[src/rtl/wb_host_master.sv]
// Wishbone classic-cycle initiator: one bus cycle per command on a valid/ready
// channel, response returned on a second valid/ready channel, with a bus watchdog.
module wb_host_master #(
    parameter int unsigned TIMEOUT = 255
) (
    input  logic        clk48,
    input  logic        reset_n,

    input  logic        cmd_valid,
    output logic        cmd_ready,
    input  logic        cmd_we,
    input  logic [29:0] cmd_adr,
    input  logic [31:0] cmd_dat,
    input  logic [3:0]  cmd_sel,

    output logic        rsp_valid,
    input  logic        rsp_ready,
    output logic [31:0] rsp_dat,
    output logic        rsp_err,
    output logic        rsp_timeout,

    output logic [29:0] wishbone_adr,
    output logic [31:0] wishbone_datwr,
    output logic [3:0]  wishbone_sel,
    output logic        wishbone_we,
    output logic        wishbone_cyc,
    output logic        wishbone_stb,
    output logic [2:0]  wishbone_cti,
    output logic [1:0]  wishbone_bte,
    input  logic [31:0] wishbone_datrd,
    input  logic        wishbone_ack,
    input  logic        wishbone_err
);

    // Keep a 1-bit counter when the watchdog is disabled so the width is never zero.
    localparam int unsigned CW = (TIMEOUT > 0) ? $clog2(TIMEOUT + 1) : 1;
    localparam logic [CW-1:0] WD_LAST = (TIMEOUT > 0) ? CW'(TIMEOUT - 1) : '0;

    typedef enum logic [1:0] {
        IDLE = 2'd0,
        BUS  = 2'd1,
        RESP = 2'd2
    } state_t;

    state_t        state_q, state_d;
    logic          cyc_q, cyc_d;
    logic          we_q, we_d;
    logic [29:0]   adr_q, adr_d;
    logic [31:0]   datwr_q, datwr_d;
    logic [3:0]    sel_q, sel_d;
    logic          rsp_valid_q, rsp_valid_d;
    logic [31:0]   rsp_dat_q, rsp_dat_d;
    logic          rsp_err_q, rsp_err_d;
    logic          rsp_timeout_q, rsp_timeout_d;
    logic [CW-1:0] wd_cnt_q, wd_cnt_d;

    always_ff @(posedge clk48 or negedge reset_n) begin
        if (!reset_n) begin
            state_q       <= IDLE;
            cyc_q         <= 1'b0;
            we_q          <= 1'b0;
            adr_q         <= '0;
            datwr_q       <= '0;
            sel_q         <= '0;
            rsp_valid_q   <= 1'b0;
            rsp_dat_q     <= '0;
            rsp_err_q     <= 1'b0;
            rsp_timeout_q <= 1'b0;
            wd_cnt_q      <= '0;
        end else begin
            state_q       <= state_d;
            cyc_q         <= cyc_d;
            we_q          <= we_d;
            adr_q         <= adr_d;
            datwr_q       <= datwr_d;
            sel_q         <= sel_d;
            rsp_valid_q   <= rsp_valid_d;
            rsp_dat_q     <= rsp_dat_d;
            rsp_err_q     <= rsp_err_d;
            rsp_timeout_q <= rsp_timeout_d;
            wd_cnt_q      <= wd_cnt_d;
        end
    end

    always_comb begin
        state_d       = state_q;
        cyc_d         = cyc_q;
        we_d          = we_q;
        adr_d         = adr_q;
        datwr_d       = datwr_q;
        sel_d         = sel_q;
        rsp_valid_d   = rsp_valid_q;
        rsp_dat_d     = rsp_dat_q;
        rsp_err_d     = rsp_err_q;
        rsp_timeout_d = rsp_timeout_q;
        wd_cnt_d      = wd_cnt_q;

        unique case (state_q)
            IDLE: begin
                if (cmd_valid) begin
                    we_d     = cmd_we;
                    adr_d    = cmd_adr;
                    datwr_d  = cmd_dat;
                    sel_d    = cmd_sel;
                    cyc_d    = 1'b1;
                    wd_cnt_d = '0;
                    state_d  = BUS;
                end
            end
            BUS: begin
                // err wins over ack when a slave raises both.
                if (wishbone_err) begin
                    rsp_dat_d     = '0;
                    rsp_err_d     = 1'b1;
                    rsp_timeout_d = 1'b0;
                    rsp_valid_d   = 1'b1;
                    cyc_d         = 1'b0;
                    state_d       = RESP;
                end else if (wishbone_ack) begin
                    rsp_dat_d     = we_q ? '0 : wishbone_datrd;
                    rsp_err_d     = 1'b0;
                    rsp_timeout_d = 1'b0;
                    rsp_valid_d   = 1'b1;
                    cyc_d         = 1'b0;
                    state_d       = RESP;
                end else if (TIMEOUT != 0) begin
                    if (wd_cnt_q == WD_LAST) begin
                        rsp_dat_d     = '0;
                        rsp_err_d     = 1'b1;
                        rsp_timeout_d = 1'b1;
                        rsp_valid_d   = 1'b1;
                        cyc_d         = 1'b0;
                        state_d       = RESP;
                    end else if (wd_cnt_q != '1) begin
                        wd_cnt_d = wd_cnt_q + CW'(1);
                    end
                end
            end
            RESP: begin
                if (rsp_ready) begin
                    rsp_valid_d = 1'b0;
                    state_d     = IDLE;
                end
            end
            default: begin
                state_d = IDLE;
            end
        endcase
    end

    assign cmd_ready      = (state_q == IDLE);
    assign rsp_valid      = rsp_valid_q;
    assign rsp_dat        = rsp_dat_q;
    assign rsp_err        = rsp_err_q;
    assign rsp_timeout    = rsp_timeout_q;
    assign wishbone_adr   = adr_q;
    assign wishbone_datwr = datwr_q;
    assign wishbone_sel   = sel_q;
    assign wishbone_we    = we_q;
    assign wishbone_cyc   = cyc_q;
    assign wishbone_stb   = cyc_q;
    assign wishbone_cti   = 3'b000;
    assign wishbone_bte   = 2'b00;

endmodule

[config.mk]
export PLATFORM = sky130hd
export DESIGN_NAME = wb_host_master
export DESIGN_NICKNAME = d
export VERILOG_FILES = /design/src/rtl/wb_host_master.sv
export SDC_FILE = /design/constraint.sdc
export NUM_CORES = 1
export LEC_CHECK = 0
export ABC_AREA = 1
export CORE_AREA = 2 2 109 111
export CTS_CLUSTER_SIZE = 40
export DETAILED_ROUTE_END_ITERATION = 12
export DIE_AREA = 0 0 111 113
export GPL_TIMING_DRIVEN = 0
export PLACE_DENSITY_LB_ADDON = 0.15
export SYNTH_ARGS = -nofsm -noshare
export SYNTH_HDL_FRONTEND = slang
export SYNTH_SLANG_ARGS = --single-unit
[constraint.sdc]
create_clock -name clk48 -period 2.1 [get_ports clk48]
set_clock_uncertainty 0.1 [all_clocks]
set_input_delay 0.21 -clock clk48 [delete_from_list [all_inputs] [get_ports clk48]]
set_output_delay 0.21 -clock clk48 [all_outputs]
set_load 0.1 [all_outputs]
# Yosys cells after proc, flatten, opt, wreduce, memory -nomap -nowiden
# Cells that the tools add are included.
[totals]
register_bits = 113
latch_bits = 0
ram_bits = 0
rom_bits = 0
wordCells = 62
n_memories = 0
[classes]
add_sub_neg = 1
multipliers = 0
div = 0
n_lt_le_gt_ge = 0
n_eq_ne = 11
shifts = 0
mux = 29
n_bitwise = 0
reduce_logical = 10
[ops]
columns = ["cell", "count"]
rows = [
  ["$mux W32", 4],
  ["$mux W8", 5],
  ["$pmux W8 S2", 1],
  ["$ne A2 B2 Y1 const B", 6],
  ["$mux W1", 11],
  ["$mux W2", 5],
  ["$reduce_and A3 Y1", 3],
  ["$add A8 B1 Y8 const B", 1],
  ["$eq A8 B8 Y1 const B", 1],
  ["$ne A8 B8 Y1 const B", 1],
  ["$pmux W2 S3", 1],
  ["$reduce_and A6 Y1", 1],
  ["$ne A4 B4 Y1 const B", 1],
  ["$pmux W1 S2", 2],
  ["$reduce_and A2 Y1", 2],
  ["$reduce_bool A2 Y1", 2],
  ["$reduce_bool A3 Y1", 1],
  ["$eq A2 B1 Y1 const B", 1],
  ["$eq A2 B2 Y1 const B", 1],
  ["$logic_not A2 Y1", 1],
]

# Depth between registers and ports, before layout
[logic_depth]
word_depth = 6
depth_mapped = 11

# Worst setup path after synthesis
# OpenSTA, ideal clock, no wires.
[synth_path]
kind = "reg2reg"
from = "register state_q[0]"
to = "register wd_cnt_q[3]"
arrival_time_ns = 2.144
slack_ns = -0.261
stages_incl_launch_ff = 10
n_path_buf = 0
path_cell_list = "dfrtp_1 -> inv_1 -> ha_1 -> nand2_1 -> o21ai_1 -> nand2_1 -> inv_1 -> nand2_4 -> nand2_1 -> nand2_1"
[synth_via]
elab_chain_len = 3
elab_cells_between_ends = 10
[synth_rtl]
columns = ["element", "line_no", "source"]
rows = [
  ["start: declaration", "45", "state_t state_q, state_d;"],
  ["start signal: assignment", "71", "state_q <= state_d;"],
  ["$logic_not A2 Y1 (*)", "--", ""],
  ["via cmd_ready", "10", "output logic cmd_ready,"],
  ["$ne A2 B2 Y1 (no source line) or $reduce_bool A2 Y1 (tied branches)", "--", ""],
  ["$reduce_and A6 Y1 (no source line)", "--", ""],
  ["end signal: assignment", "81", "wd_cnt_q <= wd_cnt_d;"],
  ["end: declaration", "55", "logic [CW-1:0] wd_cnt_q, wd_cnt_d;"],
]
# Mark *: on every way through the listed nets, which the timed path passes. The rest lies on a longest branch.
# A chain may end at the register's enable or synchronous reset.

# Worst setup path after layout
[layout_path]
from = "register we_q (netlist: wishbone_we)"
to = "output port wishbone_we"
[layout_rtl]
columns = ["element", "line_no", "source"]
rows = [
  ["start: declaration", "47", "logic we_q, we_d;"],
  ["start signal: assignment", "73", "we_q <= we_d;"],
  ["end: declaration", "25", "output logic wishbone_we,"],
]
# No word-level cell between the ends.

==> results.txt <==
Post-synthesis area per instance: 8.41 µm². The number of cells on the worst reg-to-reg path is 10, and the post-synthesis simple-gate area fraction is 29.2%. Entering global routing, the biggest net connects 64 pins.

The detail route stage leaves a number of antenna-violating nets equal to 0. Port buffering added 209 buffers. Synthesized-area fraction occupied by adder cells: 1.33%. STA classifies the critical path endpoint as a primary output. Combined buffer and inverter count along the critical path: 1. Counting I/O delays and the setup requirement, the final critical path takes 2050 ps. The most numerous cell in the Yosys netlist was sky130_fd_sc_hd__nand2_1. The tools report the count of unique library cells instantiated by Yosys as 24.

The clock drives 113 sinks. The detailed router's first-iteration violation count is 198. The total half-perimeter wirelength after legalization and detailed placement is 9940 µm, and the die span in y is 113 µm. The slowest library cell on the worst path is sky130_fd_sc_hd__dlygate4sd2_1.

The count of flip-flops with a built-in enable after synthesis works out to 0. Of all cell types, the one taking the most synthesized area is sky130_fd_sc_hd__dfrtp_1. Number of failing hold endpoints at the final stage: 0. The synthesized cell area is 4690 µm².

The later pin in the worst-skew pair is clocked with a latency of 410 ps. Flip-flop cell with the highest count after synthesis: sky130_fd_sc_hd__dfrtp_1. For the endpoint arrival time on the critical path, the log shows 1740 ps. The library cell used as clock root buffer was sky130_fd_sc_hd__clkbuf_16.

The number of standard-cell rows in the floorplan was 39; the slack of the worst reg-to-reg path was 220 ps. The fraction of final layout cells with drive strength greater than 1 was 8.08%. TritonCTS built the clock tree.

The element type at the critical path start is a register. Compared with the post-synthesis result, the final layout area differs by 62.1%. The logs give 12500 µm² for the die area and 0.831 for the global placer's final weighted congestion.

For the number of pins with negative max-slew slack in the final report, the log shows 0. After Yosys synthesis, XOR and XNOR cells account for 0% of the synthesized area. The first global-routing pass estimated 22400 µm of wire.

The overall die width works out to 111 µm. Counting along the longest clock path gives a buffer depth of 2. 215 I/O pins were placed. The synthesized-area fraction occupied by ao, oa, aoi and oai cells is 4.48%.

The starting density of the core is 41.6%. The worst register-to-register path begins at state_q[1]. The number of buffers added for setup after CTS was 0; the routed wire length was 13800 µm. The signal on the critical path passes through dlygate4sd2_1. Setup repair after global routing left no endpoint under its margin. The layout has 958 filler cells. Via count of the first global-routing pass: 4629. Clock tree synthesis inserted a total of 17 buffers.

For the number of antenna violations at the first check in global routing, the log shows 0. Timing would allow up to 0.487 GHz. Of all nets on the critical path, the largest fanout is 3. For this run, design rule violations remaining after detail routing come to 0. The flow ran to the end, and the final reports show no timing, DRC or antenna violations.

The portion of synthesized area spent on multiplexers is 0%. The top-area cell type share of the netlist area is 60.3%, and the post-synthesis sequential element count is 113. The remaining global-route overflow came out at 0. Post-synthesis cell count: 558. The detail-routed net length per standard cell came out at 14.5 µm. STA puts the critical path data required time at 1790 ps. The worst pin sits at a relative slew slack of 31.6%.

Ranked by instance count, the synthesized netlist is headed by sky130_fd_sc_hd__nand2_1, sky130_fd_sc_hd__dfrtp_1, sky130_fd_sc_hd__o21ai_1. The delay of the slowest cell on the worst path came out at 910 ps. The tightest min-delay check is of the primary input to async pin type.

By area, the combinational part of the netlist is dominated by simple AND/OR/NAND/NOR gates. The placeable core area came out at 11300 µm². The average via count per standard cell is 4.64, and the sequential element share of the synthesized area is 60.3%. In the synthesized netlist the async set-or-reset flop fraction comes to 100%.

The first detailed-routing pass took 5 iterations. The total number of yosys warnings came out at 0. The run gives 0 as the number of max-cap violations. 0 antenna diodes ended up in the layout.

At the pin with the least slew margin, the transition time is 1030 ps. Dividing the final minimum period by the clock period gives 97.8%. Cells fill 67.5% of the core in the end. Yosys attributes the largest share of cell area to sky130_fd_sc_hd__dfrtp_1, sky130_fd_sc_hd__nand2_1, sky130_fd_sc_hd__o21ai_1. Global routing used 22.8% of the available tracks across all layers.

The worst register-to-register path ends at wd_cnt_q[4]. The number of setup violations in the final report was 0. The worst setup path is of the register to primary output kind. Summing over every cut layer, the via total after detailed routing is 4390.

The kind of cell with the highest combined delay on the critical path is buffers and inverters. The run gives 902 as the number of nets in the final layout. Maximum level of the CTS H-tree: 4. Clock-pin slew was measured on the worst setup and hold paths at 50 ps.
==> routing by layer <==
metal	part of all wire (%)	global-route usage, %	wire, µm	vias to the layer above
li1	-	-	-	2177
met1	39	25.0	5370	2057
met2	51	39.8	7070	135
met3	7.5	9.96	1040	21
met4	2.1	8.00	285	0
met5	0	0	0	-
==> flip-flops by register name (all words and copies together), names as in the netlist <==
name / cells
wishbone_datwr: 32
rsp_valid: 1
rsp_err: 1
rsp_dat: 32
state_q: 2
wishbone_adr: 30
wishbone_sel: 4
wishbone_we: 1
wishbone_cyc: 1
wd_cnt_q: 8
rsp_timeout: 1
==> cells in the final DEF (no fill, tap or decap), types with 2 or more instances in the layout <==
| cell type | n |
|---|---|
| sky130_fd_sc_hd__dfrtp_1 | 113 |
| sky130_fd_sc_hd__a21oi_1 | 2 |
| sky130_fd_sc_hd__clkdlybuf4s50_1 | 103 |
| sky130_fd_sc_hd__bufinv_16 | 7 |
| sky130_fd_sc_hd__nand2_2 | 3 |
| sky130_fd_sc_hd__buf_6 | 2 |
| sky130_fd_sc_hd__buf_4 | 6 |
| sky130_fd_sc_hd__nor2_2 | 2 |
| sky130_fd_sc_hd__conb_1 | 5 |
| sky130_fd_sc_hd__clkinv_2 | 2 |
| sky130_fd_sc_hd__clkbuf_16 | 17 |
| sky130_fd_sc_hd__dlygate4sd2_1 | 104 |
| sky130_fd_sc_hd__nand2_1 | 316 |
| sky130_fd_sc_hd__clkbuf_8 | 4 |
| sky130_fd_sc_hd__clkbuf_1 | 11 |
| sky130_fd_sc_hd__buf_2 | 12 |
| sky130_fd_sc_hd__nor2_1 | 14 |
| sky130_fd_sc_hd__o21ai_1 | 34 |
| sky130_fd_sc_hd__o21ai_0 | 3 |
| sky130_fd_sc_hd__inv_1 | 13 |
| sky130_fd_sc_hd__nand3_1 | 10 |
| sky130_fd_sc_hd__o21bai_1 | 2 |
| sky130_fd_sc_hd__ha_1 | 4 |
| sky130_fd_sc_hd__clkbuf_2 | 2 |
| sky130_fd_sc_hd__nand4_1 | 3 |
==> cells by family (layout without fill, tap and decap cells) <==
family | count (synthesis) | count (layout)
simple gates | 352 | 352
flops | 113 | 113
other cells | 1 | 5
buf+inv | 46 | 288
compound gates | 41 | 41
fa+ha+maj | 5 | 5
==> worst max path at each step <==
stage	slack, ps	endpoint	depth (start not counted)	start
floorplan	120	wishbone_adr[13]	7	state_q[0]
global placement	-3630	wishbone_datwr[8]	1	reset_n
detailed placement	-40	cmd_ready	3	state_q[0]
CTS	20	wishbone_we	1	wishbone_we
global route	2	wishbone_we	1	wishbone_we
finish	50	wishbone_we	1	wishbone_we
==> timing repair <==
| action | CTS | global route |
|---|---|---|
| gates cloned | 0 | 0 |
| endpoints found under the hold margin | 50 | 0 |
| gates resized for setup | 107 | 4 |
| endpoints found under the setup margin | 105 | 21 |
| hold buffers | 1 | 0 |
==> through the flow <==
| step | area (µm²) | std cells | setup TNS, ps | setup WS (ps) | hold WS [ps] |
|---|---|---|---|---|---|
| finish | 7600 | 947 | 0 | 45.4 | 209 |
| global route | 7600 | 947 | 0 | 1.88 | 223 |
| CTS | 7600 | 947 | 0 | 15.2 | 210 |
| detailed placement | 7010 | 915 | -37.3 | -37.3 | 91.2 |
| global placement | 6980 | 914 | -408840 | -3630 | 361 |
| floorplan | 4710 | 562 | 0 | 120 | -186 |
==> final cells by class <==
type                       count  area, µm²  share of cell area (%)
buffer                        32        168                    2.20
clock buffer                  21        480                    6.32
sequential                   113       2830                    37.2
multi-input combinational    403       1670                    21.9
clock inverter                10        228                    2.99
inverter                      14       52.6                   0.691
timing repair buffer         211       2000                    26.3
tap                          143        179                    2.35
Power is left out: the tool's default activity adds up to more than one toggle a clock period on the data nets, which glitch-free logic cannot reach.
